--- src/rtl/calc_n_core.sv ---
// Multi-port two-operand calculator: per-port capture FSM and request queue,
// round-robin issue of one queued entry per cycle into registered responses.

module calc_n_port #(
  parameter int DATA_W = 32,
  parameter int TAG_W  = 2,
  parameter int DEPTH  = 4
) (
  input  logic              c_clk,
  input  logic              reset,
  input  logic [3:0]        cmd_in,
  input  logic [DATA_W-1:0] data_in,
  input  logic [TAG_W-1:0]  tag_in,
  input  logic              pop_in,
  output logic              hd_vld_o,
  output logic [3:0]        hd_cmd_o,
  output logic [DATA_W-1:0] hd_op1_o,
  output logic [DATA_W-1:0] hd_op2_o,
  output logic [TAG_W-1:0]  hd_tag_o,
  output logic              full_o,
  output logic              drop_o
);
  localparam int AW = $clog2(DEPTH);
  localparam int CW = AW + 1;
  localparam int EW = 4 + 2*DATA_W + TAG_W;

  typedef enum logic {IDLE, OP2} state_t;

  state_t                     state_q, state_d;
  logic [3:0]                 cmd_q, cmd_d;
  logic [DATA_W-1:0]          op1_q, op1_d;
  logic [TAG_W-1:0]           tag_q, tag_d;
  logic [DEPTH-1:0][EW-1:0]   mem_q, mem_d;
  logic [AW-1:0]              wp_q, wp_d, rp_q, rp_d;
  logic [CW-1:0]              cnt_q, cnt_d;
  logic                       drop_q, drop_d;
  logic                       push, accept;

  always_comb begin
    state_d = state_q;
    cmd_d   = cmd_q;
    op1_d   = op1_q;
    tag_d   = tag_q;
    mem_d   = mem_q;
    wp_d    = wp_q;
    rp_d    = rp_q;
    drop_d  = drop_q;
    push    = 1'b0;
    case (state_q)
      IDLE: if (cmd_in != 4'd0) begin
        state_d = OP2;
        cmd_d   = cmd_in;
        op1_d   = data_in;
        tag_d   = tag_in;
      end
      OP2: begin
        state_d = IDLE;
        push    = 1'b1;
      end
    endcase
    // A full queue still takes the push when its head leaves on the same edge.
    accept = push && ((cnt_q != CW'(DEPTH)) || pop_in);
    if (accept) begin
      mem_d[wp_q] = {cmd_q, op1_q, data_in, tag_q};
      wp_d        = wp_q + 1'b1;
    end
    if (pop_in) rp_d = rp_q + 1'b1;
    if (push && !accept) drop_d = 1'b1;
    cnt_d = cnt_q + CW'(accept) - CW'(pop_in);
  end

  always_ff @(posedge c_clk or posedge reset) begin
    if (reset) begin
      state_q <= IDLE;
      cmd_q   <= '0;
      op1_q   <= '0;
      tag_q   <= '0;
      mem_q   <= '0;
      wp_q    <= '0;
      rp_q    <= '0;
      cnt_q   <= '0;
      drop_q  <= 1'b0;
    end else begin
      state_q <= state_d;
      cmd_q   <= cmd_d;
      op1_q   <= op1_d;
      tag_q   <= tag_d;
      mem_q   <= mem_d;
      wp_q    <= wp_d;
      rp_q    <= rp_d;
      cnt_q   <= cnt_d;
      drop_q  <= drop_d;
    end
  end

  assign {hd_cmd_o, hd_op1_o, hd_op2_o, hd_tag_o} = mem_q[rp_q];
  assign hd_vld_o = (cnt_q != '0);
  assign full_o   = (cnt_q == CW'(DEPTH));
  assign drop_o   = drop_q;
endmodule

module calc_n_core #(
  parameter int NUM_PORTS = 4,
  parameter int DATA_W    = 32,
  parameter int TAG_W     = 2,
  parameter int DEPTH     = 4
) (
  input  logic                        c_clk,
  input  logic                        reset,
  input  logic [NUM_PORTS*4-1:0]      req_cmd_in,
  input  logic [NUM_PORTS*DATA_W-1:0] req_data_in,
  input  logic [NUM_PORTS*TAG_W-1:0]  req_tag_in,
  output logic [NUM_PORTS*2-1:0]      out_resp,
  output logic [NUM_PORTS*DATA_W-1:0] out_data,
  output logic [NUM_PORTS*TAG_W-1:0]  out_tag,
  output logic [NUM_PORTS-1:0]        out_full,
  output logic [NUM_PORTS-1:0]        drop_flag
);
  localparam int PW = $clog2(NUM_PORTS);
  localparam int SW = $clog2(DATA_W);

  logic [NUM_PORTS-1:0]             hd_vld, pop;
  logic [NUM_PORTS-1:0][3:0]        hd_cmd;
  logic [NUM_PORTS-1:0][DATA_W-1:0] hd_op1, hd_op2;
  logic [NUM_PORTS-1:0][TAG_W-1:0]  hd_tag;

  for (genvar p = 0; p < NUM_PORTS; p++) begin : g_port
    calc_n_port #(.DATA_W(DATA_W), .TAG_W(TAG_W), .DEPTH(DEPTH)) u_port (
      .c_clk    (c_clk),
      .reset    (reset),
      .cmd_in   (req_cmd_in[4*p +: 4]),
      .data_in  (req_data_in[DATA_W*p +: DATA_W]),
      .tag_in   (req_tag_in[TAG_W*p +: TAG_W]),
      .pop_in   (pop[p]),
      .hd_vld_o (hd_vld[p]),
      .hd_cmd_o (hd_cmd[p]),
      .hd_op1_o (hd_op1[p]),
      .hd_op2_o (hd_op2[p]),
      .hd_tag_o (hd_tag[p]),
      .full_o   (out_full[p]),
      .drop_o   (drop_flag[p])
    );
  end

  logic [PW-1:0] ptr_q, ptr_d, gnt_idx, cand;
  logic          gnt_vld;

  // Search starts at the port after the last grant.
  always_comb begin
    gnt_vld = 1'b0;
    gnt_idx = '0;
    cand    = '0;
    for (int i = 0; i < NUM_PORTS; i++) begin
      cand = PW'((int'(ptr_q) + i) % NUM_PORTS);
      if (!gnt_vld && hd_vld[cand]) begin
        gnt_vld = 1'b1;
        gnt_idx = cand;
      end
    end
    pop   = '0;
    ptr_d = ptr_q;
    if (gnt_vld) begin
      pop[gnt_idx] = 1'b1;
      ptr_d = (int'(gnt_idx) == NUM_PORTS-1) ? '0 : gnt_idx + 1'b1;
    end
  end

  logic [3:0]        a_cmd;
  logic [DATA_W-1:0] a_op1, a_op2, res_data;
  logic [DATA_W:0]   sum;
  logic [1:0]        res_resp;

  always_comb begin
    a_cmd    = hd_cmd[gnt_idx];
    a_op1    = hd_op1[gnt_idx];
    a_op2    = hd_op2[gnt_idx];
    sum      = {1'b0, a_op1} + {1'b0, a_op2};
    res_resp = 2'd2;
    res_data = '0;
    case (a_cmd)
      4'd1: if (!sum[DATA_W]) begin
        res_resp = 2'd1;
        res_data = sum[DATA_W-1:0];
      end
      4'd2: if (a_op2 <= a_op1) begin
        res_resp = 2'd1;
        res_data = a_op1 - a_op2;
      end
      4'd3: begin
        res_resp    = 2'd1;
        res_data[0] = (a_op1 < a_op2);
      end
      4'd5: begin
        res_resp = 2'd1;
        res_data = a_op1 << a_op2[SW-1:0];
      end
      4'd6: begin
        res_resp = 2'd1;
        res_data = a_op1 >> a_op2[SW-1:0];
      end
      default: ;
    endcase
  end

  logic [NUM_PORTS-1:0][1:0]        resp_q, resp_d;
  logic [NUM_PORTS-1:0][DATA_W-1:0] data_q, data_d;
  logic [NUM_PORTS-1:0][TAG_W-1:0]  tag_q, tag_d;

  always_comb begin
    resp_d = '0;
    data_d = '0;
    tag_d  = '0;
    if (gnt_vld) begin
      resp_d[gnt_idx] = res_resp;
      data_d[gnt_idx] = res_data;
      tag_d[gnt_idx]  = hd_tag[gnt_idx];
    end
  end

  always_ff @(posedge c_clk or posedge reset) begin
    if (reset) begin
      ptr_q  <= '0;
      resp_q <= '0;
      data_q <= '0;
      tag_q  <= '0;
    end else begin
      ptr_q  <= ptr_d;
      resp_q <= resp_d;
      data_q <= data_d;
      tag_q  <= tag_d;
    end
  end

  assign out_resp = resp_q;
  assign out_data = data_q;
  assign out_tag  = tag_q;
endmodule
--- config.mk ---
export PLATFORM = sky130hd
export DESIGN_NAME = calc_n_core
export DESIGN_NICKNAME = d
export VERILOG_FILES = /design/src/rtl/calc_n_core.sv
export SDC_FILE = /design/constraint.sdc
export NUM_CORES = 2
export LEC_CHECK = 0
export ABC_AREA = 1
export BUFFER_PORTS_ARGS = -buffer_cell sky130_fd_sc_hd__buf_2
export CELL_PAD_IN_SITES_DETAIL_PLACEMENT = 1
export CELL_PAD_IN_SITES_GLOBAL_PLACEMENT = 1
export CORE_MARGIN = 4
export CORE_UTILIZATION = 42
export DETAILED_ROUTE_END_ITERATION = 10
export GPL_ROUTABILITY_DRIVEN = 1
export GPL_TIMING_DRIVEN = 0
export PLACE_DENSITY = 0.81
export SLEW_MARGIN = 20
export SYNTH_ARGS = -nofsm -noshare
export SYNTH_HDL_FRONTEND = slang
export SYNTH_SLANG_ARGS = --single-unit
--- constraint.sdc ---
create_clock -name c_clk -period 42.9 [get_ports c_clk]
set_input_delay 2.145 -clock c_clk [delete_from_list [all_inputs] [get_ports c_clk]]
set_output_delay 2.145 -clock c_clk [all_outputs]
set_load 0.02 [all_outputs]
==> metrics.md <==
| Metric | Value |
|---|---|
| Status | finished, final reports clean |
| TritonCTS clock tree | built |
| Drt initial violations | 7,110 |
| Simple-gate share of the synthesized area | a little under a fifth |
| Relative slew slack | between 10% and 20% |
| H-tree depth | 4 |
| Final nets | between 9k and 10k |
| CTS sink cnt | roughly 1.5k |
| Chip Height | approximately 420 µm |
| Cells after Synth | approximately 9.1k |
| Largest family of logic cells by synthesized area | simple AND/OR/NAND/NOR gates |
| Required time worst endpoint | ~44 ns |
| CTS Hold Bufs | 0 |
| Delay of the slowest critical-path stage | between 0.8 and 0.9 ns |
| TritonCTS Buffers | ~160 |
| Worst EP arrival | 9.77 ns |
| Setup Viol. Count Final | 0 |
| Unrepaired setup endpoints after global routing | false |
| Post-synth EDFFs | 0 |
| DRT antenna net count | 0 |
| Final setup TNS | 0 ns |
| Maxcap violations | 0 |
| Post-synthesis cell type count | 52 |
| HPWL Detailed | between 200 and 300 mm |
| Cell row count | between 150 and 200 |
| Core area | between 0.15 and 0.2 mm² |
| Drt drc | 0 |
| Skew final | ~0.044 ns |
| Crit. End Element | flip-flop |
| Synth Warn # | 0 |
| Fmax | between 100 and 150 MHz |
| IO buf count | 305 |
| Cts repair resizes | 0 |
| WS Path Type | reg -> reg |
| Initial antenna violation count | 26 |
| Final Cycle Share | between 20% and 30% |
| Main flop type after synthesis | dfrtp_1 |
| Io pins | 306 |
| Starting Density | 42.31% |
| Vias/cell | slightly below 6 |
| Largest area contributor in the netlist | dfrtp_1 |
| Measured slew at the worst slew-check pin | between 1 and 1.5 ns |
| Synth Area in Adders | 1.767% |
| Largest net degree at the start of global routing | 37 |
| Wire per inst | about 28 µm |
| # Post-CTS Setup Buffers | 0 |
| Die width | between 400 and 500 µm |
| Top cell type's share of synthesized area | approximately 50% |
| Critical-path top delay cell | clkbuf_1 |
| Max clock buf depth | 3 |
| Commonest cells post-synth | nand2_1, dfrtp_1, inv_1 |
| Final setup margin | 33.84 ns |
| Mapped Nets | roughly 9.4k |
| Register area share after synthesis | 50.07% |
| Element type at the critical path start | flip-flop |
| Synthesized area | approximately 0.073 mm² |
| Global route total overflow | 0 |
| Drt pass-1 iters | 6 |
| Via count | roughly 70k |
| Worst slack, placed | 34.29 ns |
| Clk root buf | clkbuf_16 |
| Worst-path clk slew | roughly 0.06 ns |
| Crit path time final | roughly 9.1 ns |
| Layout Cells excl Fill | 12.10k |
| Placed Cells | roughly 12k |
| Final slew viol count | 0 |
| Total global-route track usage | a little under two fifths |
| CP top delay family | simple AND/OR/NAND/NOR gates |
| Layout cell share with drive strength beyond 1 | 9.914% |
| First-pass GRT wire length | 495.6 mm |
| FFs w/ async S/R, synth | 100.0% |
| # fillers | approximately 21k |
| Synth Area in XOR/XNOR | 0.7232% |
| Leading post-synthesis cells by cell area | dfrtp_1, nand2_1, o21ai_0 |
| GP Congestion | about 0.99 |
| Area grow syn2layout | 15.30% |
| Worst Path Buf+Inv | 7 |
| Total Wirelength | between 300 and 400 mm |
| Hold Crit Class | reg -> reg |
| Smallest hold slack | between 0.4 and 0.5 ns |
| Endpoints failing hold | 0 |
| Yosys reg bits | about 1.5k |
| Worst-skew pair later-pin latency | 0.85 ns |
| Vias in the first global route | approximately 74k |
| Die ar. | about 0.18 mm² |
| Most numerous cell in the Yosys netlist | nand2_1 |
| Multiplexer area fraction after synthesis | 3.115% |
| Synth Area per Inst | roughly 8.0 µm² |
| Synth Area in Compound Gates | 15.36% |
| Crit-path max FO | 11 |
sequential cells by signal, indices dropped and copies added (netlist names):
| signal | cells |
|---|---|
| g_port.u_port.mem_q | 1120 |
| g_port.u_port.op1_q | 128 |
| out_data | 128 |
| g_port.u_port.cmd_q | 16 |
| g_port.u_port.cnt_q | 12 |
| g_port.u_port.rp_q | 8 |
| g_port.u_port.tag_q | 8 |
| g_port.u_port.wp_q | 8 |
| out_resp | 8 |
| out_tag | 8 |
| g_port.u_port.drop_o | 4 |
| g_port.u_port.state_q | 4 |
| ptr_q | 2 |
worst paths after layout:
kind / from / end / slack, ns / depth (start not counted)
hold reg to reg: g_port[2].u_port.drop_o$_DFFE_PP0P_ / g_port[2].u_port.drop_o$_DFFE_PP0P_ / 0.48 / 1
hold / removal: g_port[2].u_port.drop_o$_DFFE_PP0P_ / g_port[2].u_port.drop_o$_DFFE_PP0P_ / 0.48 / 1
min in group asynchronous: reset / g_port[0].u_port.mem_q[233]$_DFFE_PP0P_ / 1.37 / 2
max in group asynchronous: reset / g_port[3].u_port.mem_q[27]$_DFFE_PP0P_ / 39.26 / 10
setup reg to reg: g_port[0].u_port.cnt_q[1]$_DFF_PP0_ / out_data[124]$_DFF_PP0_ / 33.84 / 32
setup / recovery: g_port[0].u_port.cnt_q[1]$_DFF_PP0_ / out_data[124]$_DFF_PP0_ / 33.84 / 32
metal layers:
metal,GRT usage (%),wire length (µm),part of all wire (%),vias to the layer above
li1,-,-,-,30190
met1,47.61,134500,40,36130
met2,57.09,150900,45,3186
met3,8.716,29030,8.6,862
met4,22.09,23920,7.1,12
met5,0,75,0.022,-
final cells by class:
cell class | instances | area, µm² | area share [%]
antenna | 8 | 20.02 | 0.02390
buffer | 577 | 2371 | 2.830
clock buffer | 233 | 4672 | 5.577
clock inverter | 62 | 823.3 | 0.9827
inverter | 1304 | 4903 | 5.853
multi-input combinational | 5795 | 29050 | 34.68
sequential | 1454 | 36380 | 43.43
tap | 2310 | 2890 | 3.450
timing repair buffer | 359 | 2658 | 3.172
through the flow:
step	instance area, µm²	util (%)
after floorplan	72660	-
after global placement	77080	44.88
after detailed placement	78230	45.55
after CTS	83720	48.75
after global routing	83760	48.78
final	83780	48.78
cells in the final DEF (no fill, tap or decap), types with 33 or more instances in the layout:
cell       count
buf_2        358
clkbuf_1     478
dfrtp_1     1454
o22ai_1       39
nor2_1       396
o221ai_1      38
buf_1         53
buf_12        43
nand2_1     2380
clkbuf_8      33
ha_1          93
o21ai_0     1161
xor2_1        58
nand3_1      462
clkbuf_16    163
a22oi_1      192
a21oi_1      508
mux2_2       201
nand3b_1      55
inv_1       1284
logic make-up after synthesis:
kind of cell / after synthesis
AND/OR/NAND/NOR: 3388
AO/OA/AOI/OAI: 2047
buffers and inverters: 1881
flip-flops: 1454
multiplexers: 201
adder cells (fa/ha/maj): 99
XOR/XNOR: 60
worst reg2reg max path, delay by kind of cell, from the launching register on:
kind	cells	cell delay, ns
buf+inv	7	2.26
simple gates	18	3.96
fa+ha+maj	1	0.38
compound gates	6	1.94
flops	1	0.43
Power is not shown: default switching activity piles up to over one toggle a cycle in this logic, so the estimate is an artifact.
